`src/rtl/shift_load_ctrl.sv`:
```
`default_nettype none
`timescale 1ns/1ps
// +----------------------------------------------------------------------------+
// | Module      : shift_load_ctrl                                              |
// | Description : Loads a parallel word into a chain of load/enable shift      |
// |               cells, shifts it out over WIDTH enabled cycles, and          |
// |               recaptures the outgoing bits (LSB first) into cap_data.      |
// | Revision    : 1.0 - initial release                                        |
// +----------------------------------------------------------------------------+
module shift_load_ctrl #(
  parameter int WIDTH = 4
) (
  input  logic             clk,
  input  logic             reset,
  input  logic             in_valid,
  output logic             in_ready,
  input  logic [WIDTH-1:0] in_data,
  input  logic             in_fill,
  input  logic             stall,
  input  logic             ser_q,
  output logic [WIDTH-1:0] R,
  output logic             L,
  output logic             E,
  output logic             w,
  output logic             busy,
  output logic             done,
  output logic [WIDTH-1:0] cap_data
);

  // Counter is wide enough to hold WIDTH itself, so it never wraps.
  localparam int CNT_W = $clog2(WIDTH + 1);
  localparam logic [CNT_W-1:0] CNT_LAST = CNT_W'(WIDTH - 1);
  localparam logic [CNT_W-1:0] CNT_ONE  = CNT_W'(1);

  typedef enum logic [1:0] {
    ST_IDLE  = 2'd0,
    ST_LOAD  = 2'd1,
    ST_SHIFT = 2'd2,
    ST_DONE  = 2'd3
  } state_t;

  state_t           state_q, state_d;
  logic [WIDTH-1:0] r_q, r_d;
  logic             w_q, w_d;
  logic [WIDTH-1:0] cap_q, cap_d;
  logic [CNT_W-1:0] cnt_q, cnt_d;
  logic             shift_en;

  // Cell controls are decoded straight from the registered state so the
  // cells see them in the same cycle; ready is also masked while in reset.
  always_comb begin
    in_ready = 1'b0;
    L        = 1'b0;
    shift_en = 1'b0;
    busy     = 1'b0;
    done     = 1'b0;
    case (state_q)
      ST_IDLE:  in_ready = ~reset;
      ST_LOAD:  begin L = 1'b1; busy = 1'b1; end
      ST_SHIFT: begin shift_en = ~stall; busy = 1'b1; end
      ST_DONE:  begin done = 1'b1; busy = 1'b1; end
      default:  in_ready = 1'b0;
    endcase
  end

  // Next-state, word/fill capture on accept, and shift-side recapture.
  always_comb begin
    state_d = state_q;
    r_d     = r_q;
    w_d     = w_q;
    cap_d   = cap_q;
    cnt_d   = cnt_q;
    case (state_q)
      ST_IDLE: begin
        if (in_valid) begin
          r_d     = in_data;
          w_d     = in_fill;
          state_d = ST_LOAD;
        end
      end
      ST_LOAD: begin
        cnt_d   = '0;
        state_d = ST_SHIFT;
      end
      ST_SHIFT: begin
        if (shift_en) begin
          // The bit leaving cell 0 enters at the top so the word lands in order.
          cap_d = {ser_q, cap_q[WIDTH-1:1]};
          cnt_d = cnt_q + CNT_ONE;
          if (cnt_q == CNT_LAST) begin
            state_d = ST_DONE;
          end
        end
      end
      ST_DONE: begin
        state_d = ST_IDLE;
      end
      default: begin
        state_d = ST_IDLE;
      end
    endcase
  end

  // State and datapath registers with synchronous reset.
  always_ff @(posedge clk) begin
    if (reset) begin
      state_q <= ST_IDLE;
      r_q     <= '0;
      w_q     <= 1'b0;
      cap_q   <= '0;
      cnt_q   <= '0;
    end else begin
      state_q <= state_d;
      r_q     <= r_d;
      w_q     <= w_d;
      cap_q   <= cap_d;
      cnt_q   <= cnt_d;
    end
  end

  assign E        = shift_en;
  assign R        = r_q;
  assign w        = w_q;
  assign cap_data = cap_q;

endmodule
`default_nettype wire

```
`config.mk`:
```
export PLATFORM = sky130hd
export DESIGN_NAME = shift_load_ctrl
export DESIGN_NICKNAME = d
export VERILOG_FILES = /design/src/rtl/shift_load_ctrl.sv
export SDC_FILE = /design/constraint.sdc
export NUM_CORES = 1
export LEC_CHECK = 0
export ABC_AREA = 1
export CAP_MARGIN = 20
export CORE_MARGIN = 8
export CORE_UTILIZATION = 44
export DETAILED_ROUTE_END_ITERATION = 7
export MAX_ROUTING_LAYER = met4
export PLACE_DENSITY = 0.82
export SYNTH_ARGS = -nofsm -noshare
export SYNTH_HDL_FRONTEND = slang
export SYNTH_SLANG_ARGS = --single-unit
export TNS_END_PERCENT = 50
```
`constraint.sdc`:
```
create_clock -name clk -period 2.2 [get_ports clk]
set_input_delay 0.44 -clock clk [delete_from_list [all_inputs] [get_ports clk]]
set_output_delay 0.44 -clock clk [all_outputs]
set_load 0.05 [all_outputs]
```
==> metrics.txt <==
Comb pwr share=0.587; clock sink total=14; CP Capture Type=primary output; post-synthesis sequential area ratio=0.445; Cell Pwr Density=roughly 1400 nW/µm²; clock buffer count from CTS=3; Die Wd=53.8 µm; Setup WS pre-CTS=between 0.3 and 0.4 ns; FILL cells=approximately 110; CTS tree=done; RSZ-0062 raised after global routing=no; Synth top area share=0.445; global-route wire length before repair=around 2.5 mm; layout cell share with drive strength beyond 1=0.111; Crit. Startpoint=state_q[1]$_SDFFE_PP0P_; slowest stage cell, crit path=clkdlybuf4s50_1; post-CTS setup buffers=0; worst hold path class=register to register; syn_area_per_cell=between 7 and 8 µm²; First DRT Iteration DRCs=9; P_sw=0.646 mW; CP endpoint=done; Worst-Margin Slew=0.515 ns; Initial Utilization=0.478; Largest stage delay, worst path=~0.8 ns; peak supply drop=1.06 mV; Synthesis Warnings=0; setup ws final=roughly 0.13 ns; # port buffers=23; vias per cell=4.88; most common cell after layout, fill and taps aside=nor2_1; vias in the first global route=~610; syn_nets=98; core area=between 1000 and 1500 µm²; DR WL/cell=between 10 and 15 µm; final core utilization=0.706; Int Pwr=0.682 mW; ANT cells=0; chip height=between 50 and 60 µm; largest net degree at the start of global routing=13; Setup CP Type=register to primary output; hold_buf cts=0; Hold Startpoint=cnt_q[0]$_SDFFE_PP0P_; clock buffer depth=2; total gr overflow=0; required time worst endpoint=roughly 1.8 ns; Startpoint Class=register; setup violators final=0; Post-DRT Antenna Nets=0; DPL Wire Length=approximately 1.2 mm; Layout Nets=125; multi-input logic area=307 µm²; GPL Wtd Cong=roughly 0.74; worst clock skew=about 0.0032 ns; r2r setup slk=0.95 ns; Syn-to-layout area delta=47.7%; Vias=600; Final Critical Period=about 2.1 ns; area leader, netlist=dfxtp_1; Crit Path Max Fanout=4; mapped cell area=629 µm²; Max Clk Rate=between 0.4 and 0.5 GHz; final hold vios=0; switching part of the total=0.486; capture point of the worst reg-to-reg path=cnt_q[2]$_SDFFE_PP0P_; clock transition at the registers of the reported paths=0.09 ns; reg2reg start=state_q[0]$_SDFFE_PP0P_; WP data arrival=1.63 ns; # DRC=0; synth unique cells=15; die area=between 2000 and 3000 µm²; max_cap viols=0; storage element area=roughly 280 µm²; H-tree lvl count=1; cell count after synthesis=a little over 80; initial antenna violation count=0; total wire length=1.54 mm; max-slew violations=0; Clock power frac=0.143; leakage power=around 0.42 nW; Top Ports=24; flops & latches, synth=14; fin crit share=0.940; top cells by area, synth=dfxtp_1 45%, ha_1 12%, nor2_1 12%; most frequent cells in the layout=20 x nor2_1, 19 x clkdlybuf4s50_1, 14 x dfxtp_1, 9 x nand2_1, 9 x o21ai_0; Std-Cell Rows=13; DR pass1 iterations=2; clk_lat worst skew=0.28 ns; root buf cell=clkbuf_4; R2R cell count=5; Fin Setup TNS=0 ns; sequential group share of total power=0.271; GRT Overall Usage=0.121; Slew HR=0.656; critical-path cell list=ha_1 > clkdlybuf4s50_1; outcome=complete, no violations
Yosys cell counts (all sizes together):
library cell,n
nor2,21
or2,1
nand3,3
nand2,10
inv,10
buf,1
dfxtp,14
o21ai,11
ha,6
a21oi,5
critical path: cells and delay by family, from the launching register on:
kind       cells  cell delay, ns
fa+ha+maj      1            0.16
buf+inv        1            0.80
flops          1            0.38
layout make-up:
| class | instances | share of cell area |
|---|---|---|
| multi-input combinational | 57 | 0.330 |
| sequential | 14 | 0.301 |
| tap | 15 | 0.0202 |
| timing repair buffer | 23 | 0.269 |
| clock buffer | 4 | 0.0390 |
| inverter | 10 | 0.0404 |
layer usage:
metal / vias up / share of wire / GRT usage / routed length, µm
li1: 312 / - / - / -
met1: 271 / 0.44 / 0.116 / 674
met2: 12 / 0.50 / 0.210 / 767
met3: 5 / 0.045 / 0.0331 / 70
met4: 0 / 0.018 / 0.0714 / 27
met5: - / 0 / - / 0
cells by family after synthesis:
group | share of synthesized area
adder cells (fa/ha/maj) | 0.119
buffers and inverters | 0.0676
AO/OA/AOI/OAI | 0.133
flip-flops | 0.445
AND/OR/NAND/NOR | 0.235
power groups by stage:
stage          clock network [mW]  registers (mW)  logic [mW]
6_report                    0.189           0.359       0.779
3_5_place_dp                    0           0.368       0.784
4_1_cts                     0.192           0.360       0.787
3_3_place_gp                    0           0.361       0.773
2_1_floorplan                   0           0.496       0.401
5_1_grt                     0.204           0.370       0.841
per-stage QoR:
| step | instance area [µm²] | std cells | power (mW) | hold slack, ns |
|---|---|---|---|---|
| global placement | 891 | 119 | 1.13 | 0.450 |
| global route | 930 | 123 | 1.42 | 0.500 |
| detailed placement | 891 | 119 | 1.15 | 0.464 |
| finish | 930 | 123 | 1.33 | 0.468 |
| CTS | 927 | 123 | 1.34 | 0.473 |
| floorplan | 629 | 82 | 0.896 | 0.435 |
flip-flops by register name, summed over array words and instances (netlist names):
signal and count:
R 4, cap_data 4, cnt_q 3, state_q 2
w 1
worst min path at each step:
stage / end / slack, ns / cells after the start
finish: cnt_q[0]$_SDFFE_PP0P_ / 0.47 / 1
global route: cnt_q[0]$_SDFFE_PP0P_ / 0.50 / 1
CTS: cnt_q[0]$_SDFFE_PP0P_ / 0.47 / 1
detailed placement: cnt_q[0]$_SDFFE_PP0P_ / 0.46 / 1
global placement: cnt_q[0]$_SDFFE_PP0P_ / 0.45 / 1
floorplan: cnt_q[0]$_SDFFE_PP0P_ / 0.43 / 1
timing repair:
item / CTS / global route
endpoints found under the hold margin: 0 / 0
gates resized for setup: 0 / 1
setup endpoints to repair: 0 / 1
Note: power is estimated with default switching activity, not from simulation.
